### config.mk
export PLATFORM = sky130hd
export DESIGN_NAME = hazard_controller
export DESIGN_NICKNAME = d
export VERILOG_FILES = /design/src/rtl/hazard_controller_pkg.sv /design/src/rtl/hazard_controller_stage_rec.sv /design/src/rtl/hazard_controller.sv
export SDC_FILE = /design/constraint.sdc
export NUM_CORES = 1
export LEC_CHECK = 0
export CELL_PAD_IN_SITES_DETAIL_PLACEMENT = 0
export CELL_PAD_IN_SITES_GLOBAL_PLACEMENT = 2
export CORE_UTILIZATION = 32
export CTS_CLUSTER_SIZE = 8
export DETAILED_ROUTE_END_ITERATION = 8
export PLACE_DENSITY = 0.89
export SLEW_MARGIN = 10
export SYNTH_ARGS = -nofsm -noshare
export SYNTH_HDL_FRONTEND = slang
export SYNTH_SLANG_ARGS = --single-unit
### constraint.sdc
create_clock -name clk -period 4.95 [get_ports clk]
set_input_delay 0.99 -clock clk [delete_from_list [all_inputs] [get_ports clk]]
set_output_delay 0.99 -clock clk [all_outputs]
set_load 0.005 [all_outputs]
### src/rtl/hazard_controller_pkg.sv
// Shared constants, stage-record layout and forwarding helpers for the
// hazard controller.
//
// Contents:
//   REC_AW          register index width carried in each stage record
//   CNT_W           width of the load-use stall counter (LOAD_LAT up to 7)
//   FWD_NONE/MEM/WB ALU operand source selects
//   stage_rec_t     {vld, rd, we, m2r, rs1, rs2} shadow record of one stage
//   producer_hits() does a producer record supply a given source register
//   fwd_select()    operand source select for one source of a consumer
package hazard_controller_pkg;

    localparam int REC_AW = 5;
    localparam int CNT_W  = 3;

    localparam logic [1:0] FWD_NONE = 2'b00;
    localparam logic [1:0] FWD_MEM  = 2'b01;
    localparam logic [1:0] FWD_WB   = 2'b10;

    typedef struct packed {
        logic              vld;
        logic [REC_AW-1:0] rd;
        logic              we;
        logic              m2r;
        logic [REC_AW-1:0] rs1;
        logic [REC_AW-1:0] rs2;
    } stage_rec_t;

    localparam int REC_W = $bits(stage_rec_t);

    // A bubble is an all-zero record; with vld = 0 it can neither stall nor forward.
    localparam stage_rec_t BUBBLE_REC = stage_rec_t'({REC_W{1'b0}});

    // True when producer p writes a nonzero register equal to src.
    // allow_load = 0 excludes loads, whose data is not yet available in M.
    function automatic logic producer_hits(
        input stage_rec_t        p,
        input logic [REC_AW-1:0] src,
        input logic              allow_load
    );
        return p.vld & p.we & (p.rd != {REC_AW{1'b0}}) & (p.rd == src)
               & (allow_load | ~p.m2r);
    endfunction

    // Operand select for one source of the consumer; M (youngest) wins over W.
    function automatic logic [1:0] fwd_select(
        input stage_rec_t cons,
        input stage_rec_t m,
        input stage_rec_t w,
        input logic       use_rs2
    );
        logic [REC_AW-1:0] src;
        logic [1:0]        sel;
        src = use_rs2 ? cons.rs2 : cons.rs1;
        if (!cons.vld) begin
            sel = FWD_NONE;
        end else if (producer_hits(m, src, 1'b0)) begin
            sel = FWD_MEM;
        end else if (producer_hits(w, src, 1'b1)) begin
            sel = FWD_WB;
        end else begin
            sel = FWD_NONE;
        end
        return sel;
    endfunction

endpackage

### src/rtl/hazard_controller_stage_rec.sv
// hazard_stage_rec: one pipeline-stage shadow record register.
//
// Ports:
//   clk     in   rising-edge clock
//   rst     in   asynchronous active-high reset, clears the record
//   hold    in   keep the current record
//   bubble  in   load an empty record (vld = 0); takes priority over hold
//   d       in   next record when neither bubble nor hold
//   q       out  current record
module hazard_stage_rec
    import hazard_controller_pkg::*;
(
    input  logic             clk,
    input  logic             rst,
    input  logic             hold,
    input  logic             bubble,
    input  logic [REC_W-1:0] d,
    output logic [REC_W-1:0] q
);

    // Record register: killing an instruction beats freezing it.
    always_ff @(posedge clk or posedge rst) begin
        if (rst) begin
            q <= {REC_W{1'b0}};
        end else if (bubble) begin
            q <= BUBBLE_REC;
        end else if (hold) begin
            q <= q;
        end else begin
            q <= d;
        end
    end

endmodule

### src/rtl/hazard_controller.sv
// hazard_controller: stall, flush and forwarding control for a 5-stage core.
// Tracks register indices and write controls of the instructions in E, M
// and W; never sees data values.
//
// Parameters:
//   REG_AW    register index width (must match the package record width)
//   LOAD_LAT  load-use stall length in cycles, 1..7
//
// Ports:
//   clk, rst                  clock, asynchronous active-high reset
//   id_valid                  decode holds a real instruction
//   id_rs1, id_rs2, id_rd     decode register indices
//   id_de_we, id_mem_to_reg   decode write / load controls
//   id_brn_cond               decode conditional branch (ordinary consumer)
//   ex_brn_taken              branch in E resolved taken
//   STALL_F, STALL_D          hold PC / F-D register (combinational)
//   FLUSH_D, FLUSH_E          kill F-D / bubble into D-E (combinational)
//   FWD_A_SEL, FWD_B_SEL      operand sources for E (registered)
module hazard_controller
    import hazard_controller_pkg::*;
#(
    parameter int REG_AW   = REC_AW,
    parameter int LOAD_LAT = 1
) (
    input  logic              clk,
    input  logic              rst,
    input  logic              id_valid,
    input  logic [REG_AW-1:0] id_rs1,
    input  logic [REG_AW-1:0] id_rs2,
    input  logic [REG_AW-1:0] id_rd,
    input  logic              id_de_we,
    input  logic              id_mem_to_reg,
    input  logic              id_brn_cond,
    input  logic              ex_brn_taken,
    output logic              STALL_F,
    output logic              STALL_D,
    output logic              FLUSH_D,
    output logic              FLUSH_E,
    output logic [1:0]        FWD_A_SEL,
    output logic [1:0]        FWD_B_SEL
);

    localparam logic [CNT_W-1:0] CNT_ZERO = {CNT_W{1'b0}};
    localparam logic [CNT_W-1:0] CNT_ONE  = {{(CNT_W-1){1'b0}}, 1'b1};
    localparam logic [CNT_W-1:0] LAT_M1   = CNT_W'(LOAD_LAT - 1);

    logic [REC_W-1:0] e_q_s;
    logic [REC_W-1:0] m_q_s;
    logic [REC_W-1:0] w_q_s;
    stage_rec_t       e_rec_s;
    stage_rec_t       m_rec_s;
    stage_rec_t       w_rec_s;
    stage_rec_t       id_rec_s;
    stage_rec_t       e_next_s;

    logic             load_use_s;
    logic             stall_s;
    logic             flush_d_s;
    logic             flush_e_s;
    logic [CNT_W-1:0] cnt_r;
    logic [CNT_W-1:0] cnt_next_s;
    logic [1:0]       fwd_a_r;
    logic [1:0]       fwd_b_r;

    // Branches compare in E, so in decode they are plain rs1/rs2 consumers.
    logic             brn_cond_unused_s;
    assign brn_cond_unused_s = id_brn_cond;

    assign e_rec_s = stage_rec_t'(e_q_s);
    assign m_rec_s = stage_rec_t'(m_q_s);
    assign w_rec_s = stage_rec_t'(w_q_s);

    // Pack the decode-stage controls into a record headed for E.
    always_comb begin
        id_rec_s     = BUBBLE_REC;
        id_rec_s.vld = id_valid;
        id_rec_s.rd  = id_rd;
        id_rec_s.we  = id_de_we;
        id_rec_s.m2r = id_mem_to_reg;
        id_rec_s.rs1 = id_rs1;
        id_rec_s.rs2 = id_rs2;
    end

    // A load in E whose nonzero destination is read by the decode instruction.
    always_comb begin
        load_use_s = e_rec_s.vld & e_rec_s.m2r & (e_rec_s.rd != {REC_AW{1'b0}})
                     & id_valid & ((id_rs1 == e_rec_s.rd) | (id_rs2 == e_rec_s.rd));
    end

    // Stall/flush decision; branch beats an active or new load-use stall.
    always_comb begin
        stall_s    = 1'b0;
        flush_d_s  = 1'b0;
        flush_e_s  = 1'b0;
        cnt_next_s = cnt_r;
        if (rst) begin
            cnt_next_s = CNT_ZERO;
        end else if (ex_brn_taken) begin
            flush_d_s  = 1'b1;
            flush_e_s  = 1'b1;
            cnt_next_s = CNT_ZERO;
        end else if (cnt_r != CNT_ZERO) begin
            // Remaining cycles of a load-use stall; hazard input is ignored.
            stall_s    = 1'b1;
            flush_e_s  = 1'b1;
            cnt_next_s = cnt_r - CNT_ONE;
        end else if (load_use_s) begin
            // First stall cycle; LOAD_LAT-1 more follow from the counter.
            stall_s    = 1'b1;
            flush_e_s  = 1'b1;
            cnt_next_s = LAT_M1;
        end else begin
            cnt_next_s = CNT_ZERO;
        end
    end

    // Record that E will hold after this edge.
    always_comb begin
        if (flush_e_s) begin
            e_next_s = BUBBLE_REC;
        end else begin
            e_next_s = id_rec_s;
        end
    end

    // Load-use stall counter.
    always_ff @(posedge clk or posedge rst) begin
        if (rst) begin
            cnt_r <= CNT_ZERO;
        end else begin
            cnt_r <= cnt_next_s;
        end
    end

    // Forwarding selects from the next E/M/W records, so they line up with E.
    always_ff @(posedge clk or posedge rst) begin
        if (rst) begin
            fwd_a_r <= FWD_NONE;
            fwd_b_r <= FWD_NONE;
        end else begin
            fwd_a_r <= fwd_select(e_next_s, e_rec_s, m_rec_s, 1'b0);
            fwd_b_r <= fwd_select(e_next_s, e_rec_s, m_rec_s, 1'b1);
        end
    end

    hazard_stage_rec u_rec_e (
        .clk    (clk),
        .rst    (rst),
        .hold   (1'b0),
        .bubble (flush_e_s),
        .d      (id_rec_s),
        .q      (e_q_s)
    );

    hazard_stage_rec u_rec_m (
        .clk    (clk),
        .rst    (rst),
        .hold   (1'b0),
        .bubble (1'b0),
        .d      (e_q_s),
        .q      (m_q_s)
    );

    hazard_stage_rec u_rec_w (
        .clk    (clk),
        .rst    (rst),
        .hold   (1'b0),
        .bubble (1'b0),
        .d      (m_q_s),
        .q      (w_q_s)
    );

    assign STALL_F   = stall_s;
    assign STALL_D   = stall_s;
    assign FLUSH_D   = flush_d_s;
    assign FLUSH_E   = flush_e_s;
    assign FWD_A_SEL = fwd_a_r;
    assign FWD_B_SEL = fwd_b_r;

endmodule

# Yosys cells after proc, flatten, opt, wreduce, memory -nomap -nowiden
# Cells that the tools add are included.
# op_classes
n_addsub	1
mux	18
eq_ne	6
bitwise_logic	16
reduce_logical	3
# ops
cell	n
$eq 5x5->1	6
$mux 18	1
$and 1x1->1	14
$mux 2	6
$reduce_bool 5->1	2
$mux 3	3
$mux 1	8
$reduce_bool 3->1	1
$sub 3x1->3 const B	1
$not 1->1	1
$or 1x1->1	1
# totals
out_inout_bits	8
word_cells	49
register_bits	43
input_bits	22

# Logic depth before layout (Yosys ltp)
# depth
word_depth	14
depth_mapped	9
depth_no_buf	7

# Cells and area by module
# A second synthesis with hierarchy kept.
# hier_totals
hier_cells	236
area_unflattened_um2	2416.1
# modules_own_cells
mod	seq_area_each_um2	instances	area_per_inst_um2	cells_each
hazard_stage_rec	450.4	2	743.2	59
hazard_controller	175.2	1	929.6	118

# Worst setup path before layout
# No wires, ideal clock.
# synth_timing
kind	in2out
start	input port rst
end	output port FLUSH_E
slack_ns	1.869
path_buffers	2
stages	5
arrival_ns	2.091
required_time_ns	3.960
path_cell_list	inv_1 o211ai_2 buf_6 clkbuf_1 inv_1
# synth_via
elab_chain_cells	1
# synth_rtl
item	line_no	source
from (decl)	hazard_controller.sv:26	input logic rst,
$mux 1	hazard_controller.sv:96	if (rst) begin
to (decl)	hazard_controller.sv:38	output logic FLUSH_E,
# Every way passes these cells.

# Worst setup path after layout
# layout_timing
start	input port id_rs2[2]
end	output port STALL_F
# layout_via
elab_chain_cells	7
# layout_rtl
item	line_no	source
from (decl)	hazard_controller.sv:29	input logic [REG_AW-1:0] id_rs2,
$eq 5x5->1	hazard_controller.sv:87	& id_valid & ((id_rs1 == e_rec_s.rd) | (id_rs2 == e_rec_s.rd));
$or 1x1->1	hazard_controller.sv:87	
$and 1x1->1	hazard_controller.sv:87	
$mux 1	hazard_controller.sv:107	end else if (load_use_s) begin
$mux 1	hazard_controller.sv:102	end else if (cnt_r != CNT_ZERO) begin
$mux 1	hazard_controller.sv:98	end else if (ex_brn_taken) begin
$mux 1	hazard_controller.sv:96	
to (decl)	hazard_controller.sv:35	output logic STALL_F,
# Every way passes these cells.

==> metrics.cfg <==
[yosys]
synth_seq_area_share_pct=46.56
syn_area_mm2=0.001182
synth_cell_type_count=42
syn_avg_cell_area_um2=10.19
yosysTopAreaCellShare_pct=46.56
synth_edf_count=0
synth_top_cell_by_area=dfrtp_1
synth_area_leaders=dfrtp_1, xnor2_1, xor2_1
ys_async_sr_fraction_pct=100.0
ys_warn_count=0
synthFlopType=dfrtp_1
synth_nets=138
synthesis.instances=116
ys_seq_elements=22

[finish]
nets=170
final_cell_mix=clkdlybuf4s50_1, dfrtp_1, xnor2_1
post-route-util_pct=45.55
syn_to_final_growth_pct=32.59
n_antenna_cell=0
drive_gt1_share_pct=8.844
final_common_cell=clkdlybuf4s50_1

[timing]
fin_crit_sh_pct=82.07
fmax_mhz=246.2
finalSetupTns_ns=0
relSlewSlack_pct=75.39
slew_viol_final=0
setup_viol=0
min_period_ns=4.062
rsz0062_at_grt=false
tightest_slew_ns=0.3599
worst_slack_ns=0.8875
skew_ns=0.001326
hold_violations=0

[drt]
post_drt_wl_per_cell_um=12.94
via_per_inst=4.870
drc=0
drtIter0Drc=29
vias=940
finalWirelength_um=2497
drt_first_pass_iters=4
antenna_left=0

[flow_run]
maxCapViolations=0

[setup_path]
r2r_start=u_rec_e.q[14]
cp_max_fo=5
crit_type=input port to primary output
crit_arrival_ns=3.07
cp-start-kind=input port
cp.required_ns=3.96
end_kind=primary output
crit_start=id_rs2[2]

[pwr]
p_comb_share_pct=18.5
seq_power_share_pct=49.7
leakage_nw=0.6390
total_power_mw=0.4012
powerDensity_mw_per_mm2=255.9
ir_drop_mv=0.08294
pwr-share-clk_pct=31.7
internal-power_mw=0.3006
p_switching_mw=0.1005
netSwitchingFraction_pct=25.06

[clock_network]
cts.root.buffer_cell=clkbuf_8
cts_hold_buffers=0
clkSlewWorstSetupHoldPaths_ns=0.07
postCtsSetupBuffers=0
cts_buffer_depth=2
clkSinkCount=22
ctsResizeCount=0
clk-insertion-delay-late_ns=0.26
numCtsBuffers=3
cts_tree=built
cts-htree-levels=1

[global_route]
grt_antenna_before_repair=0
grt_overflow=0
grt_pass1_vias=983
grt_pass1_wl_um=4443
grt_usage_pct=14.73
grt_start_max_net_pins=24

[die]
die_w_um=62.79
fp-row-count=21
io_pins=30
start_util_pct=34.35
dieArea_mm2=0.003942
die_h_um=62.79
core_mm2=0.003442

[outcome]
outcome=finished, final reports clean

[place]
portBuffers=28
gp_congestion=0.8133
place_ws_ns=0.8751
hpwl_um=1938

[min_path]
hold_path_class=flip-flop to flip-flop
min_from=u_rec_e.q[11]

[worst paths after layout]
kind                                 endpoint  slack [ns]  depth (start not counted)
min in group asynchronous       u_rec_e.q[17]        1.22                          3
worst min register to register  u_rec_m.q[11]        0.39                          0
worst min-delay path            u_rec_m.q[11]        0.39                          0
worst max register to register   FWD_B_SEL[1]        2.34                          8
max in group asynchronous       u_rec_m.q[15]        3.51                          3
worst max-delay path                  STALL_F        0.89                          7
[area by class of cell]
cell class / instances / area [µm²]
clock buffers: 4 / 55.05
fillers: 350 / 1874
flip-flops and latches: 22 / 550.5
repair buffers: 30 / 295.3
inverters: 4 / 15.01
multi-input cells: 87 / 594.3
well taps: 46 / 57.56
[power by group through the flow]
| stage | registers (mW) | clock network [mW] | logic (mW) |
|---|---|---|---|
| after floorplan | 0.200 | 0 | 0.0440 |
| after global placement | 0.203 | 0 | 0.0742 |
| after detailed placement | 0.203 | 0 | 0.0750 |
| after CTS | 0.200 | 0.132 | 0.0753 |
| after global routing | 0.201 | 0.137 | 0.0835 |
| final | 0.200 | 0.127 | 0.0743 |
[metrics by stage]
step,cell area [µm²],hold slack [ns],cells
4_1_cts,1568,0.3868,193
3_3_place_gp,1513,0.3711,189
3_5_place_dp,1513,0.3627,189
6_report,1568,0.3852,193
5_1_grt,1568,0.3968,193
2_1_floorplan,1182,0.3450,116
[per-layer routing]
metal | part of all wire, % | up-vias | track usage, % | wire length (µm)
met1 | 45 | 441 | 17.78 | 1115
met2 | 48 | 22 | 23.91 | 1189
li1 | - | 468 | - | -
met3 | 3.6 | 9 | 2.372 | 91
met5 | 0 | - | 0 | 0
met4 | 4.0 | 0 | 10.17 | 100
[synth_stat cells (all sizes together), types with 2 or more instances]
cell and n:
nand2 11, buf 2, nor4 4, dfrtp 22, or2 2, nand3 2, a21oi 2, xnor2 12
xor2 8, and2 7, nor4b 2, nor3 3, nor2 8, inv 4, nand2b 2
[critical path, cell delays in order]
cell and delay [ns]:
clkdlybuf4s50_1 0.54, xor2_1 0.19, nor4_1 0.30, a32o_2 0.20
a2111oi_0 0.09, nor3_1 0.21, clkdlybuf4s50_1 0.55
[state kept, by name, summed over array words and instances, names as in the netlist]
| signal | cells |
|---|---|
| u_rec_e.q | 8 |
| u_rec_m.q | 7 |
| cnt_r | 3 |
| FWD_A_SEL | 2 |
| FWD_B_SEL | 2 |
[kinds of logic (layout without fill, tap and decap cells)]
family                    Yosys count  count (layout)  share of synthesized area, %
and+or+nand+nor                    49              49                         22.65
DFF                                22              22                         46.56
xor gates and xnor gates           20              20                         14.81
AOI/OAI and AO/OA                  17              17                         11.85
buffers and inverters               7              38                         3.174
muxes                               1               1                        0.9523
No activity file was read; power rests on OpenSTA's default activity.
==> RTL change 1: new RTL, same flow settings <==
Set the package constant `REC_AW` to 7 (it was 5).
--- a/src/rtl/hazard_controller_pkg.sv
+++ b/src/rtl/hazard_controller_pkg.sv
@@ -11,5 +11,5 @@
 package hazard_controller_pkg;
 
-    localparam int REC_AW = 5;
+    localparam int REC_AW = 7;
     localparam int CNT_W  = 3;
 
Interface: changed (resized id_rd, id_rs1 and id_rs2); port bits go from 30 to 36. The function was not compared with the original's and may differ.
==> RTL change 1 against the unedited design <==
Combinational power rose by 33%. Final area rose by 30%. Global-route usage rose by 0.79 points. Synthesized area rose by 41%. Sequential cell count rose by 4. Hold slack got worse by 0.0085 ns. Critical path depth did not move. Total power rose by 19%. Worst setup slack got worse by 0.10 ns. Maximum frequency fell by 2.5%. Wire length rose by 53%. Largest cell class unchanged.
==> RTL change 1: results (changes against the unedited design) <==
- Die X: 74.1 um (+18%)
- Cells after synthesis: 173 (+49%)
- Sequential area share after synthesis: 39.1% (-7.5 points)
- RR Startpoint: u_rec_e.q[18]$_DFF_PP0_
- Fillers: 490 (+40%)
- Largest net degree at the start of global routing: 27 (+13%)
- Layout cells sized above 1: 5.50% (-3.3 points)
- PortBufs: 34 (+21%)
- All-Layer GR Usage: 15.5% (+0.79 points)
- DP Worst Slack: 0.793 ns (-0.0824 ns)
- R2R cell count: 9 (+1)
- FF+latch count: 26 (+18%)
- Psw: 0.134 mW (+33%)
- CP max FO: 8 (+3)
- Non-clock buffers: 35 (+17%)
- WL per Instance: 14.3 um (+11%)
- Max_slew headroom: 33.4% (-42 points)
- Inverters: 10 (+6)
- Clk_lat worst skew: 0.28 ns (+0.02 ns)
- Dpl cells: 263 (+39%)
- Regs by FF count: u_rec_e.q (10), u_rec_m.q (9), cnt_r (3)
- Mux cell area share after synthesis: 0% (-0.95 points)
- Top cells by count, synth: dfrtp_1 (26), nor2_1 (15), xnor2_1 (14)
- First-pass GRT wire length: 6270 um (+41%)
- Critical Path Slowest Stage Cell: clkdlybuf4s50_1
- Vias in the first global route: 1217 (+24%)
- Final Instance Area: 2040 um^2 (+30%)
- Outcome: complete, no violations
- Dominant cells by area after synthesis: dfrtp_1 (39%), xnor2_1 (7.4%), xor2_1 (6.8%), nor2b_1 (3.8%), buf_6 (3.4%)
- Mapped Nets: 201 (+46%)
- Worst Hold Slack: 0.377 ns (-0.00854 ns)
- Multi-input logic portion of the cell area: 42.5% (+4.6 points)
- Worst R2R End: FWD_A_SEL[1]$_DFF_PP0_
- Post-Synth XOR/XNOR Area: 14.2% (-0.60 points)
- Seq/total area: 31.8% (-3.3 points)
- Number of antenna violations at the first check in global routing: 0 (unchanged)
- Synth Area in Compound Gates: 14.7% (+2.9 points)
- DP HPWL: 2930 um (+51%)
- Final #Nets: 229 (+35%)
- Worst Clk Skew: 0.00778 ns (+0.00646 ns)
- #MultiIn Comb: 125 (+44%)
- ClkCell Share: 2.69% (-0.82 points)
[RTL change 1: cell count changes after synthesis, sizes merged, moves of 3 or more]
cell | unedited run | this run
xor2 | 8 | 13
nor4bb | 1 | 4
nor2 | 8 | 16
buf | 2 | 10
and2 | 7 | 0
nand2 | 11 | 8
nor4 | 4 | 8
nor3 | 3 | 6
o21ai | 1 | 10
nor2b | 1 | 10
inv | 4 | 10
a31oi | 1 | 6
dfrtp | 22 | 26
[RTL change 1: worst max path at each step]
stage          startpoint       to  slack, ns
2_1_floorplan   id_rs1[5]  FLUSH_E       1.71
3_3_place_gp    id_rs2[4]  FLUSH_E       0.79
3_5_place_dp    id_rs1[2]  STALL_F       0.79
4_1_cts         id_rs1[2]  FLUSH_E       0.79
5_1_grt         id_rs2[4]  STALL_F       0.58
6_report        id_rs1[2]  FLUSH_E       0.78
[RTL change 1: power groups by stage]
stage | logic (mW) | clock network, mW | registers [mW]
5_1_grt | 0.110 | 0.152 | 0.243
3_5_place_dp | 0.0993 | 0 | 0.245
4_1_cts | 0.0998 | 0.142 | 0.241
2_1_floorplan | 0.0740 | 0 | 0.234
3_3_place_gp | 0.0987 | 0 | 0.245
6_report | 0.0991 | 0.139 | 0.241
[RTL change 1: logic make-up after synthesis]
kind of cell / Yosys count
flip-flops: 26
AO/OA/AOI/OAI: 32
XOR/XNOR: 27
AND/OR/NAND/NOR: 66
buffers and inverters: 22
[RTL change 1: metal layers]
metal | up-vias | wire (um) | track usage, % | share of wire (%)
li1 | 659 | - | - | -
met1 | 629 | 1910 | 21.7 | 50
met2 | 28 | 1710 | 24.7 | 45
met3 | 5 | 156 | 2.17 | 4.1
met4 | 0 | 53 | 5.13 | 1.4
met5 | - | 0 | 0 | 0
==> RTL change 2: new RTL, config.mk and constraints unchanged <==
Without the edit above. Make the reset (`rst`) synchronous in 3 clocked blocks. Comments in the files are not updated.
--- a/src/rtl/hazard_controller_stage_rec.sv
+++ b/src/rtl/hazard_controller_stage_rec.sv
@@ -20,5 +20,5 @@
 
     // Record register: killing an instruction beats freezing it.
-    always_ff @(posedge clk or posedge rst) begin
+    always_ff @(posedge clk) begin
         if (rst) begin
             q <= {REC_W{1'b0}};
--- a/src/rtl/hazard_controller.sv
+++ b/src/rtl/hazard_controller.sv
@@ -125,5 +125,5 @@
 
     // Load-use stall counter.
-    always_ff @(posedge clk or posedge rst) begin
+    always_ff @(posedge clk) begin
         if (rst) begin
             cnt_r <= CNT_ZERO;
@@ -134,5 +134,5 @@
 
     // Forwarding selects from the next E/M/W records, so they line up with E.
-    always_ff @(posedge clk or posedge rst) begin
+    always_ff @(posedge clk) begin
         if (rst) begin
             fwd_a_r <= FWD_NONE;
Formal check against the unedited RTL: differs if rst is asserted again (counterexample within 4 cycles, from zero or initial values and one cycle with rst high); with rst held inactive, the same outputs for 10 cycles.
==> RTL change 2 against the unedited design <==
Synthesized area grew 3.4%. Via count grew 10%. Synthesized cell count increased by 16%. Sequential cell count stayed put. Total power is 3.7% higher. Wire length rose by 7.4%. Final area is 2.5% higher. Hold slack better by 0.033 ns. Worst setup slack worse by 0.16 ns. Non-clock buffer count down 2. Largest cell class unchanged.
==> RTL change 2: results (changes against the unedited design) <==
- Outcome: complete, no violations
- Post-DP Area: 1540 um^2 (+1.5%)
- First-pass GRT wire length: 4570 um (+2.8%)
- CP max FO: 9 (+4)
- Max_slew headroom: 61.7% (-14 points)
- RR Startpoint: cnt_r[0]$_SDFF_PP0_
- Largest net degree at the start of global routing: 14 (-42%)
- Final Critical Period: 4.22 ns (+0.158 ns)
- Sw Ratio: 22.4% (-2.7 points)
- Vias in the first global route: 1011 (+2.8%)
- Worst VDD drop: 0.000118 V (+43%)
- Reg area: 440 um^2 (-20%)
- All-Layer GR Usage: 14.2% (-0.50 points)
- CP Launch Point: id_rs2[4]
- Inverters: 5 (+1)
- Fillers: 370 (+5.7%)
- Worst path max stage delay: 0.61 ns (+0.06 ns)
- Final GP Congestion: 0.794 (-2.3%)
- Flop2flop setup slack: 2.41 ns (+0.07 ns)
- CTS resizes: 0 (unchanged)
- Leak pwr: 0.601 nW (-5.9%)
- Vias: 1034 (+10%)
- WL per Instance: 12.8 um (-1.3%)
- Sequential area share after synthesis: 36.0% (-11 points)
- Hold path cells: 1 (+1)
- #MultiIn Comb: 103 (+18%)
- R2R cell count: 9 (+1)
- Num tapcells: 48 (+4.3%)
- Prevailing post-synth register cell: dfxtp_1
- Data buffer area share: 17.4% (-1.4 points)
- Hold endpoint: cnt_r[0]$_SDFF_PP0_
- Worst R2R End: FWD_B_SEL[0]$_SDFF_PP0_
- Non-clock buffers: 28 (-6.7%)
- DP HPWL: 2060 um (+6.2%)
- Worst Hold Slack: 0.418 ns (+0.0332 ns)
- Critical Path AT: 3.23 ns (+0.16 ns)
- DP Worst Slack: 0.705 ns (-0.170 ns)
- Clock share of power: 40.7% (+9.0 points)
- Dominant cells by area after synthesis: dfxtp_1 (36%), xor2_1 (7.2%), nor2_1 (5.5%), and2_2 (4.9%), nor2b_1 (4.1%)
- Multi-input logic portion of the cell area: 45.8% (+7.9 points)
- Worst setup endpoint: FLUSH_E
- ClkCell Share: 4.44% (+0.93 points)
- Internal Power: 0.323 mW (+7.4%)
- Mapped Avg Cell Area: 9.12 um^2 (-11%)
- Final #Nets: 187 (+10%)
- Layout cells sized above 1: 13.6% (+4.7 points)
- Ys async rst share: 0% (-100 points)
- 1st-iter DRT viols: 23 (-21%)
- Top cells by count, synth: dfxtp_1 (22), nor2_1 (18), xor2_1 (10)
- Hold path startpoint: cnt_r[0]$_SDFF_PP0_
==> RTL change 2: changes by cell type after synthesis, sizes merged, moves of 3 or more <==
cell / change
dfrtp: -22
dfxtp: +22
nor2: +10
nor2b: +7
xnor2: -7
nand2: -5
a31oi: +3
and2: +3
nor3: +3
nor4: -3
nor4bb: +3
==> RTL change 2: routing by layer <==
metal / global-route usage, % / part of all wire (%)
met5: 0 / 0
met4: 5.11 / 1.3
met3: 2.68 / 5.4
met2: 23.8 / 49
met1: 18.1 / 44
==> RTL change 2: cell families after synthesis <==
| family | Yosys count | share of synthesized area, % |
|---|---|---|
| buf+inv | 9 | 3.79 |
| fa+ha+maj | 2 | 2.05 |
| compound gates | 23 | 16.4 |
| simple gates | 62 | 30.2 |
| xor+xnor | 15 | 10.7 |
| mux | 1 | 0.819 |
| flops | 22 | 36.0 |
